==> config.mk <==
export PLATFORM = sky130hd
export DESIGN_NAME = pri_arbiter
export DESIGN_NICKNAME = d
export VERILOG_FILES = /design/src/rtl/pri_arb_pkg.sv /design/src/rtl/prio_enc8.sv /design/src/rtl/pri_arbiter.sv
export SDC_FILE = /design/constraint.sdc
export NUM_CORES = 1
export LEC_CHECK = 0
export ABC_AREA = 1
export BUFFER_PORTS_ARGS = -buffer_cell sky130_fd_sc_hd__buf_2
export CAP_MARGIN = 20
export CORE_ASPECT_RATIO = 1.75
export CORE_MARGIN = 3
export CORE_UTILIZATION = 50
export CTS_CLUSTER_SIZE = 20
export DETAILED_ROUTE_END_ITERATION = 16
export GPL_TIMING_DRIVEN = 0
export PLACE_DENSITY_LB_ADDON = 0.12
export SYNTH_ARGS = -nofsm -noshare
export SYNTH_HDL_FRONTEND = slang
export SYNTH_HIERARCHICAL = 1
export SYNTH_SLANG_ARGS = --single-unit
==> constraint.sdc <==
create_clock -name clk -period 4.2 [get_ports clk]
set_input_delay 0.84 -clock clk [delete_from_list [all_inputs] [get_ports clk]]
set_output_delay 0.84 -clock clk [all_outputs]
set_load 0.1 [all_outputs]
==> src/rtl/pri_arb_pkg.sv <==
// Shared constants and FSM state type for the eight-way priority arbiter.
package pri_arb_pkg;

  localparam int N_REQ = 8;
  localparam int ID_W  = 3;

  typedef enum logic {
    IDLE  = 1'b0,
    GRANT = 1'b1
  } state_t;

endpackage

==> src/rtl/prio_enc8.sv <==
// Combinational 8-input priority encoder: y is the highest set index of d.
module prio_enc8
  import pri_arb_pkg::*;
(
  input  logic [N_REQ-1:0] d,
  output logic [ID_W-1:0]  y,
  output logic             valid
);

  always_comb begin
    // NOTE: defaulting every always_comb output first keeps the block latch-free.
    y = '0;
    for (int i = 0; i < N_REQ; i++) begin
      if (d[i]) y = ID_W'(i);
    end
  end

  assign valid = |d;

endmodule

==> src/rtl/pri_arbiter.sv <==
// Eight-way arbiter, fixed or round-robin highest-index-wins, with a hold
// timeout. All outputs are registered.
module pri_arbiter
  import pri_arb_pkg::*;
#(
  parameter int MAX_HOLD = 16
) (
  input  logic             clk,
  input  logic             rst,
  input  logic             en,
  input  logic             mode,
  input  logic [N_REQ-1:0] req,
  input  logic             done,
  output logic [N_REQ-1:0] gnt,
  output logic [ID_W-1:0]  gnt_id,
  output logic             busy,
  output logic             timeout
);

  localparam int CNT_W = (MAX_HOLD > 1) ? $clog2(MAX_HOLD) : 1;
  localparam logic [CNT_W-1:0] HOLD_LAST = CNT_W'(MAX_HOLD - 1);

  state_t           state;
  logic [ID_W-1:0]  last;
  logic [CNT_W-1:0] hold_cnt;

  logic [N_REQ-1:0] masked;
  logic [ID_W-1:0]  req_y, mask_y, win_id;
  logic             req_v, mask_v;
  logic             owner_req, forced;

  // Round-robin only considers requesters strictly below the last winner.
  assign masked = req & ((N_REQ'(1) << last) - N_REQ'(1));

  prio_enc8 u_enc_req  (.d(req),    .y(req_y),  .valid(req_v));
  prio_enc8 u_enc_mask (.d(masked), .y(mask_y), .valid(mask_v));

  assign win_id    = (mode && mask_v) ? mask_y : req_y;
  assign owner_req = req[gnt_id];
  assign forced    = (hold_cnt == HOLD_LAST);

  always_ff @(posedge clk) begin
    if (rst) begin
      state    <= IDLE;
      gnt      <= '0;
      gnt_id   <= '0;
      busy     <= 1'b0;
      timeout  <= 1'b0;
      last     <= '0;
      hold_cnt <= '0;
    end else begin
      // NOTE: state registers use non-blocking assignments so every branch
      // sees the pre-edge values regardless of statement order.
      timeout <= 1'b0;
      unique case (state)
        IDLE: begin
          if (en && req_v) begin
            state    <= GRANT;
            gnt      <= N_REQ'(1) << win_id;
            gnt_id   <= win_id;
            busy     <= 1'b1;
            last     <= win_id;
            hold_cnt <= '0;
          end
        end
        GRANT: begin
          if (done || !owner_req || forced) begin
            state    <= IDLE;
            gnt      <= '0;
            gnt_id   <= '0;
            busy     <= 1'b0;
            hold_cnt <= '0;
            // A voluntary release wins over a coincident timeout.
            timeout  <= !done && owner_req;
          end else begin
            hold_cnt <= hold_cnt + 1'b1;
          end
        end
        default: state <= IDLE;
      endcase
    end
  end

endmodule
==> impl_metrics.env <==
export IMPL_drc_errors=0
export IMPL_die_h_um=73.2
export IMPL_routedWlPerCell_um=10.4
export IMPL_rows=23
export IMPL_async_flop_share=0
export IMPL_hold_viol=0
export IMPL_die_area_um2=3250
export IMPL_arrival_ns=2.37
export IMPL_rsz0062_at_grt="no"
export IMPL_regArea_um2=420
export IMPL_cap_violations=0
export IMPL_synth_most_common_cell="nand2_1"
export IMPL_setup_viol=0
export IMPL_synth_area_top_cells="dfxtp_1 33%, nand2_1 19%, inv_1 10%"
export IMPL_die_w_um=44.4
export IMPL_start_kind="input port"
export IMPL_core_um2=2360
export IMPL_p_total_mw=0.550
export IMPL_synth_edf_count=0
export IMPL_first_pass_iters=4
export IMPL_antenna_found_initial=0
export IMPL_drive_gt1_frac=0.167
export IMPL_vias=1324
export IMPL_multi_input_area_um2=691
export IMPL_end_kind="flop"
export IMPL_n_antenna_cell=0
export IMPL_wl_mm=2.81
export IMPL_path_class="in2reg"
export IMPL_clockBufferDepth=2
export IMPL_power_density_nw_per_um2=367
export IMPL_vdd_drop_max_mv=0.266
export IMPL_htreeDepth=1
export IMPL_cp_max_fo=5
export IMPL_clock_latency_ns=0.27
export IMPL_synth_cells=216
export IMPL_clock_sinks=21
export IMPL_synth_ff_type="dfxtp_1"
export IMPL_grt_max_degree=14
export IMPL_grt_pass1_vias=1291
export IMPL_ys_ff_latch=21
export IMPL_track_usage=0.202
export IMPL_timing_setup_tns_ns=0
export IMPL_slew_violations=0
export IMPL_nets=261
export IMPL_fillerInstances=252
export IMPL_synth_area_leader_cell="dfxtp_1"
export IMPL_cts_setup_buffers=0
export IMPL_yosys_warnings=6
export IMPL_cts_made_buffers=3
export IMPL_cts_tree="yes"
export IMPL_gp_congestion=0.854
export IMPL_root_buffer="clkbuf_8"
export IMPL_cp_required_ns=4.41
export IMPL_postCtsHoldBufs=0
export IMPL_initial_core_util=0.547
export IMPL_synth_top_cells_by_count="67 x nand2_1, 35 x inv_1, 29 x nor2_1"
export IMPL_syn_cell_area_um2=1290
export IMPL_synth_seq_area_share=0.326
export IMPL_grt_ovfl_total=0
export IMPL_clock_skew_ns=0.00724
export IMPL_cts_resized=0
export IMPL_status="finished clean"
export IMPL_path_clk_slew_ns=0.08
export IMPL_dp_hpwl_mm=2.26
export IMPL_drt_antenna_violating_nets=0
export IMPL_grt_pass1_wl_mm=5.03
export IMPL_fin_crit_sh=0.515
export IMPL_numPortBuffers=25
export IMPL_ys_types=23
export IMPL_synth_top_area_share=0.326
export IMPL_area_growth_pct=16.2
export IMPL_drtIter0Drc=34
export IMPL_fmaxAchievable_mhz=463
export IMPL_power_leakage_nw=0.815
export IMPL_vias_per_cell=4.89
export IMPL_min_path_type="reg2reg"
export IMPL_pin_count=26
export IMPL_finalCriticalPeriod_ns=2.16
export IMPL_avgSynthCellArea_um2=5.97
[cell usage in the layout, fill, tap and decap left out, types with 2 or more instances in the layout]
cell type / count
nand2_1: 67
o21ai_1: 2
nor2_1: 29
dfxtp_1: 21
inv_2: 2
o21a_1: 3
inv_1: 35
conb_1: 2
nand3_2: 2
nor3_1: 4
buf_2: 27
a21oi_1: 20
buf_6: 2
nand3_1: 17
clkbuf_8: 3
[final timing paths]
kind	start	end	slack, ns	depth (start not counted)
worst max-delay path	req[4]	gnt[2]	2.04	13
worst min-delay path	busy	busy	0.47	2
worst min register to register	busy	busy	0.47	2
worst max register to register	last[2]	gnt[2]	2.28	12
[worst max-delay path, stage by stage]
cell and delay, ns:
buf_2 0.10, inv_1 0.06, nor3_1 0.26, nor2_1 0.12, nand3_1 0.11, nand2_1 0.11
o21ai_1 0.21, inv_1 0.11, nor2_1 0.13, nand2_1 0.08, nand3_1 0.10, nand2_1 0.06
nor2_1 0.07
[report_power, final]
part | switching, mW | internal (mW)
combinational | 0.143 | 0.0463
sequential | 0.0118 | 0.213
clock | 0.0683 | 0.0671
[through the flow]
step | hold slack, ns | setup WS (ns) | cell area [µm²] | utilization | cells
2_1_floorplan | 0.472 | 2.14 | 1290 | - | 217
3_3_place_gp | 0.453 | 1.78 | 1450 | 0.615 | 267
3_5_place_dp | 0.454 | 1.76 | 1450 | 0.615 | 267
4_1_cts | 0.467 | 2.01 | 1500 | 0.635 | 271
5_1_grt | 0.514 | 1.72 | 1500 | 0.635 | 271
6_report | 0.471 | 2.04 | 1500 | 0.635 | 271
[layout make-up]
type	instances	share of cell area
plain buffers	6	0.0292
clock buffers	3	0.0275
clock inverters	1	0.00501
inverters	37	0.0927
multi-input cells	153	0.461
flip-flops and latches	21	0.280
well taps	25	0.0209
repair buffers	25	0.0835
[metal layers]
layer / track usage / wire [µm] / share of wire
met5: 0 / 0 / 0
met1: 0.199 / 1070 / 0.38
met3: 0.0296 / 99 / 0.035
met4: 0.107 / 70 / 0.025
met2: 0.381 / 1570 / 0.56
[logic make-up after synthesis]
logic type                 synth area share
adders and majority gates           0.00970
DFF                                   0.326
AOI/OAI and AO/OA                     0.110
xor gates and xnor gates             0.0136
other                               0.00291
and+or+nand+nor                       0.397
buffers and inverters                 0.142
[state kept, by name, indices dropped and copies added, names as in the netlist]
signal,count
busy,1
state,1
hold_cnt,4
gnt_id,3
gnt,8
timeout,1
last,3
(Power assumes the default switching activity.)
